--- config.mk ---
export PLATFORM = sky130hd
export DESIGN_NAME = node_update_seq
export DESIGN_NICKNAME = d
export VERILOG_FILES = /design/src/rtl/node_update_seq.sv
export SDC_FILE = /design/constraint.sdc
export NUM_CORES = 1
export LEC_CHECK = 0
export CORE_UTILIZATION = 25
export DETAILED_ROUTE_END_ITERATION = 8
export SLEW_MARGIN = 15
export SYNTH_ARGS = -nofsm -noshare
export SYNTH_HDL_FRONTEND = slang
export SYNTH_SLANG_ARGS = --single-unit
--- constraint.sdc ---
create_clock -name clk -period 11.9 [get_ports clk]
set_input_delay 2.38 -clock clk [delete_from_list [all_inputs] [get_ports clk]]
set_output_delay 2.38 -clock clk [all_outputs]
set_load 0.1 [all_outputs]
--- src/rtl/node_update_seq.sv ---
// rtl/node_update_seq.sv - sequential multi-lane, multi-plane p-bit node updater
module node_update_seq #(
    parameter int PRECISION_BITS  = 4,
    parameter int OVERFLOW_BITS   = 4,
    parameter int P_INDEX         = 3,
    parameter int NUM_NODES       = 16,
    parameter int NUM_COLORS_BITS = 2,
    parameter int LANES           = 4,
    parameter int P_OUT           = 15,
    parameter int RNG_LEN         = 32,
    parameter logic [RNG_LEN-1:0] SEED = RNG_LEN'(2)
) (
    input  logic                                          clk,
    input  logic                                          rst,
    input  logic                                          rst_state,
    input  logic                                          in_valid,
    output logic                                          in_ready,
    input  logic [NUM_NODES*NUM_COLORS_BITS-1:0]          nodes,
    input  logic [NUM_COLORS_BITS*NUM_NODES*PRECISION_BITS-1:0] weights,
    input  logic [NUM_COLORS_BITS*PRECISION_BITS-1:0]     bias,
    input  logic [2:0]                                    beta_shift,
    input  logic                                          greedy,
    output logic                                          out_valid,
    input  logic                                          out_ready,
    output logic [NUM_COLORS_BITS-1:0]                    new_color,
    output logic [NUM_COLORS_BITS*(PRECISION_BITS+OVERFLOW_BITS)-1:0] field_out,
    output logic                                          busy
);
    function automatic logic [63:0] rng_taps(input int len);
        case (len)
            8:       rng_taps = 64'hB8;
            16:      rng_taps = 64'hB400;
            24:      rng_taps = 64'hE10000;
            64:      rng_taps = 64'hD800000000000000;
            default: rng_taps = 64'h80200003;
        endcase
    endfunction

    localparam int PB    = PRECISION_BITS;
    localparam int NCB   = NUM_COLORS_BITS;
    localparam int ACC_W = PRECISION_BITS + OVERFLOW_BITS;
    localparam int C     = NUM_NODES / LANES;
    localparam int CW    = (C > 1) ? $clog2(C) : 1;
    localparam int BW    = (NCB > 1) ? $clog2(NCB) : 1;
    localparam int YSH   = P_OUT - 2 - P_INDEX;
    localparam logic signed [31:0] ACC_MAX = (32'sd1 <<< (ACC_W - 1)) - 32'sd1;
    localparam logic signed [31:0] ACC_MIN = -(32'sd1 <<< (ACC_W - 1));
    localparam logic signed [31:0] Y_HALF  = 32'sd1 <<< (P_OUT - 1);
    localparam logic signed [31:0] Y_FULL  = 32'sd1 <<< P_OUT;
    localparam logic [RNG_LEN-1:0] TAPS    = RNG_LEN'(rng_taps(RNG_LEN));

    function automatic logic signed [ACC_W-1:0] sat_acc(input logic signed [31:0] x);
        if (x > ACC_MAX)      sat_acc = ACC_W'(ACC_MAX);
        else if (x < ACC_MIN) sat_acc = ACC_W'(ACC_MIN);
        else                  sat_acc = x[ACC_W-1:0];
    endfunction

    typedef enum logic [1:0] {IDLE, ACCUM, DECIDE, DONE} state_t;

    state_t                          state_q, state_d;
    logic [CW-1:0]                   k_q, k_d;
    logic [BW-1:0]                   plane_q, plane_d;
    logic signed [ACC_W-1:0]         acc_q, acc_d;
    logic [NUM_NODES*NCB-1:0]        nodes_q, nodes_d;
    logic [NCB*NUM_NODES*PB-1:0]     weights_q, weights_d;
    logic [NCB*PB-1:0]               bias_q, bias_d;
    logic [2:0]                      beta_q, beta_d;
    logic                            greedy_q, greedy_d;
    logic [NCB-1:0]                  new_color_q, new_color_d;
    logic [NCB*ACC_W-1:0]            field_q, field_d;
    logic [RNG_LEN-1:0]              lfsr_q, lfsr_d;
    logic                            live_q, live_d;

    logic signed [31:0]              lane_sum;
    logic signed [ACC_W-1:0]         acc_next;
    logic signed [PB-1:0]            bias_b;
    logic signed [31:0]              pre_shift;
    logic signed [ACC_W-1:0]         f_val;
    logic signed [31:0]              y_wide;
    logic [P_OUT:0]                  y_val;
    logic                            dec_bit;
    logic                            lfsr_fb;

    // Datapath: one chunk of LANES products per ACCUM cycle, decision maths for DECIDE
    always_comb begin
        lane_sum = '0;
        for (int l = 0; l < LANES; l++) begin
            if (nodes_q[(int'(k_q) * LANES + l) * NCB + int'(plane_q)])
                lane_sum = lane_sum + 32'(signed'(
                    weights_q[(int'(plane_q) * NUM_NODES + int'(k_q) * LANES + l) * PB +: PB]));
        end
        acc_next  = sat_acc(32'(acc_q) + lane_sum);
        bias_b    = bias_q[int'(plane_q) * PB +: PB];
        pre_shift = (32'(acc_q) + 32'(bias_b)) <<< beta_q;
        f_val     = sat_acc(pre_shift);
        y_wide    = Y_HALF + (32'(f_val) <<< YSH);
        if (y_wide < 32'sd0)       y_val = '0;
        else if (y_wide > Y_FULL)  y_val = (P_OUT + 1)'(Y_FULL);
        else                       y_val = y_wide[P_OUT:0];
        if (greedy_q) dec_bit = !f_val[ACC_W-1] && (f_val != '0);
        else          dec_bit = y_val > {1'b0, lfsr_q[P_OUT-1:0]};
        lfsr_fb = ^(lfsr_q & TAPS);
    end

    always_comb begin
        state_d     = state_q;
        k_d         = k_q;
        plane_d     = plane_q;
        acc_d       = acc_q;
        nodes_d     = nodes_q;
        weights_d   = weights_q;
        bias_d      = bias_q;
        beta_d      = beta_q;
        greedy_d    = greedy_q;
        new_color_d = new_color_q;
        field_d     = field_q;
        lfsr_d      = lfsr_q;
        live_d      = 1'b1;
        in_ready    = (state_q == IDLE) && live_q;
        out_valid   = (state_q == DONE);
        busy        = (state_q != IDLE);

        case (state_q)
            IDLE: begin
                if (in_valid && in_ready) begin
                    nodes_d   = nodes;
                    weights_d = weights;
                    bias_d    = bias;
                    beta_d    = beta_shift;
                    greedy_d  = greedy;
                    acc_d     = '0;
                    k_d       = '0;
                    plane_d   = '0;
                    state_d   = ACCUM;
                end
            end
            ACCUM: begin
                acc_d = acc_next;
                if (k_q == CW'(C - 1)) state_d = DECIDE;
                else                   k_d = k_q + 1'b1;
            end
            DECIDE: begin
                field_d[int'(plane_q) * ACC_W +: ACC_W] = f_val;
                new_color_d[plane_q] = dec_bit;
                if (!greedy_q) lfsr_d = {lfsr_q[RNG_LEN-2:0], lfsr_fb};
                if (plane_q == BW'(NCB - 1)) begin
                    state_d = DONE;
                end else begin
                    plane_d = plane_q + 1'b1;
                    acc_d   = '0;
                    k_d     = '0;
                    state_d = ACCUM;
                end
            end
            DONE: begin
                if (out_ready) state_d = IDLE;
            end
            default: state_d = IDLE;
        endcase

        // Reseed takes priority over a coincident advance
        if (rst_state) lfsr_d = SEED;
    end

    always_ff @(posedge clk or negedge rst) begin
        if (!rst) begin
            state_q     <= IDLE;
            k_q         <= '0;
            plane_q     <= '0;
            acc_q       <= '0;
            nodes_q     <= '0;
            weights_q   <= '0;
            bias_q      <= '0;
            beta_q      <= '0;
            greedy_q    <= 1'b0;
            new_color_q <= '0;
            field_q     <= '0;
            lfsr_q      <= SEED;
            live_q      <= 1'b0;
        end else begin
            state_q     <= state_d;
            k_q         <= k_d;
            plane_q     <= plane_d;
            acc_q       <= acc_d;
            nodes_q     <= nodes_d;
            weights_q   <= weights_d;
            bias_q      <= bias_d;
            beta_q      <= beta_d;
            greedy_q    <= greedy_d;
            new_color_q <= new_color_d;
            field_q     <= field_d;
            lfsr_q      <= lfsr_d;
            live_q      <= live_d;
        end
    end

    assign new_color = new_color_q;
    assign field_out = field_q;
endmodule

==> run_results.csv <==
group,metric,value,unit
place,place_hpwl,36.0,mm
finish,final_cells,2859,
finish,nets,2217,
floorplan,start_util,25.4,%
drt,via_per_inst,4.93,
global_routing,grt_max_degree,96,
setup_path,cp_max_fo,24,
clock_network,htreeDepth,1,
setup_path,cp.arrival,11.14,ns
worst_hold_path,hold_class,"flip-flop to flip-flop",
clock_network,clock_latency,0.53,ns
drt,drtAntennaViolNets,0,
setup_path,crit_top_cell,"nor2_1",
drt,wirelength,47.0,mm
synth,syn_avg_cell_area,9.98,um^2
synth,synth-edff-count,0,
synth,synthesis.area,17500,um^2
finish,num_antenna_cells,0,
timing,worst_pin_slew,1.06,ns
timing,setup_viol,0,
clock_network,cts_buffers,24,
timing,setup_tns,0,ns
floorplan,die_y,266,um
floorplan,core-area,68800,um^2
finish,fill_cells,7054,
global_routing,antenna_found_initial,2,
timing,finalMaxSlewViolations,0,
setup_path,critical_path.endpoint_type,"flip-flop",
clock_network,post_cts_resized,0,
floorplan,die_w,266,um
clock_network,cts_tree,"yes",
floorplan,dieArea,71000,um^2
synth,synth_warnings,0,
global_routing,grt_util_all_layers,13.0,%
floorplan,io_pins,198,
synth,synth_cell_types,96,
timing,post-route-min-period,10.73,ns
finish,drive_gt1_share,16.9,%
global_routing,grt_pass1_wl,75.7,mm
drt,wl_per_cell,16.4,um
clock_network,cts_setup_buffers,0,
timing,skew,0.0112,ns
drt,drt_iter0_markers,982,
status,status,"finished clean",
finish,utilization,30.8,%
synth,yosys-top-cells-count,"235 x dfrtp_1, 188 x mux2_2, 143 x nand2_1, 133 x nor2_1, 109 x ha_1",
setup_path,slowest_delay,0.89,ns
setup_path,cp-start-kind,"flip-flop",
synth,synth_top_cell_by_area,"dfrtp_1",
synth,synth_fp_nets,2058,
place,io_buffers,197,
setup_path,path_class,"flip-flop to flip-flop",
timing,maxSlewHeadroom,29.4,%
synth,synth_cells,1751,
timing,period_share,90.2,%
clock_network,cts.sinks,236,
synth,yosysMostFrequentCell,"dfrtp_1",
global_routing,grt_pass1_vias,14100,
place,post-place-cells,2815,
place,globalplace.congestion,0.918,
timing,max_clock_freq,0.0932,GHz
timing,hold_viol,0,
setup_path,critPathRequiredTime,12.31,ns
global_routing,globalRouteOverflowTotal,0,
floorplan,fp-row-count,96,
synth,yosys-top-cells-area,"dfrtp_1 34%, mux2_2 12%, ha_1 7.8%",
drt,drc,0,
clock_network,cts_hold_buf,0,
synth,synth_top_area_share,33.6,%
clock_network,clkSlewWorstSetupHoldPaths,0.06,ns
finish,syn2layout_area_growth,21.5,%
synth,synthFlopType,"dfrtp_1",
timing,grt_setup_unrepaired,"no",
drt,dr_total_vias,14100,
drt,detail_route.first_pass.iterations,5,
run,cap_violations,0,
synth,synthArstFlopShare,100,%
clock_network,clockBufferDepth,3,
synth,ys_seq_area_share,33.8,%
setup_path,cp_slowest_cell,"dfrtp_2",
clock_network,cts-root-buf,"clkbuf_16",
synth,ys_ff_latch,236,
## final cells by class
type | instances | area, um^2 | share of cell area, %
well taps | 931 | 1160 | 5.49
inverters | 70 | 263 | 1.24
repair buffers | 214 | 2100 | 9.91
multi-input cells | 1364 | 11000 | 51.7
clock buffers | 32 | 682 | 3.21
clock inverters | 12 | 123 | 0.578
flip-flops and latches | 236 | 5910 | 27.8
## cells by family (layout without fill, tap and decap cells)
kind of cell    after synthesis  count (layout)  share of synthesized area, %
compound gates              464             464                          18.2
simple gates                444             444                          12.0
mux                         244             244                          18.1
flops                       236             236                          33.8
buf+inv                     151             328                          3.49
fa+ha+maj                   130             130                          10.2
xor+xnor                     81              81                          4.22
other cells                   1               1                        0.0215
## sequential cells by signal, indices dropped and copies added (netlist names), 2 cells and up
register,flops
field_out,16
bias_q,8
k_q,2
weights_q,128
acc_q,8
beta_q,3
lfsr_q,32
state_q,2
nodes_q,32
new_color,2
## worst max-delay path: cells and delay by family, from the launching register on
family / cells / cell delay, ns
buffers and inverters: 4 / 0.60
AOI/OAI and AO/OA: 17 / 4.34
and+or+nand+nor: 12 / 1.57
muxes: 1 / 0.60
xor gates and xnor gates: 2 / 0.21
adders and majority gates: 6 / 2.35
DFF: 1 / 0.89
## metrics by stage
stage	instance area (um^2)	hold slack [ns]	setup WS (ns)
floorplan	17500	0.466	1.85
global placement	20400	0.469	1.63
detailed placement	20400	0.471	1.33
CTS	21200	0.484	1.24
global route	21200	0.506	0.206
finish	21200	0.480	1.17
## worst paths after layout
check	startpoint	endpoint	slack [ns]	cells after the start
worst min-delay path	field_out[8]$_DFFE_PN0P_	field_out[8]$_DFFE_PN0P_	0.48	2
min in group asynchronous	rst	weights_q[123]$_DFFE_PN0P_	1.86	1
max in group asynchronous	rst	k_q[0]$_DFFE_PN0P_	7.72	3
worst max-delay path	k_q[0]$_DFFE_PN0P_	acc_q[3]$_DFFE_PN0P_	1.17	42
worst min register to register	field_out[8]$_DFFE_PN0P_	field_out[8]$_DFFE_PN0P_	0.48	2
worst max register to register	k_q[0]$_DFFE_PN0P_	acc_q[3]$_DFFE_PN0P_	1.17	42
## layout by cell type (no fill, tap or decap), types with 21 or more instances in the layout
master,netlist,final
xor2_1,37,37
inv_1,69,69
xnor2_1,41,41
dfrtp_1,235,233
a22o_1,33,33
clkdlybuf4s50_1,0,196
fa_1,21,21
o21ai_0,95,95
nand3_1,21,21
a21oi_1,106,106
nor2_1,133,133
a21o_1,58,58
nand2_1,143,143
ha_1,109,109
nor3_1,26,25
clkbuf_16,0,25
mux4_2,38,38
mux2_2,188,188
## routing by layer
metal | share of wire [%] | track usage (%) | vias to the layer above
met5 | 0.028 | 0 | -
met4 | 2.2 | 3.29 | 2
met3 | 5.4 | 2.37 | 50
met2 | 49 | 22.3 | 333
met1 | 44 | 16.6 | 6961
li1 | - | - | 6752
Power is left out: the tool's default activity adds up to more than one toggle a clock period on the data nets, which glitch-free logic cannot reach.
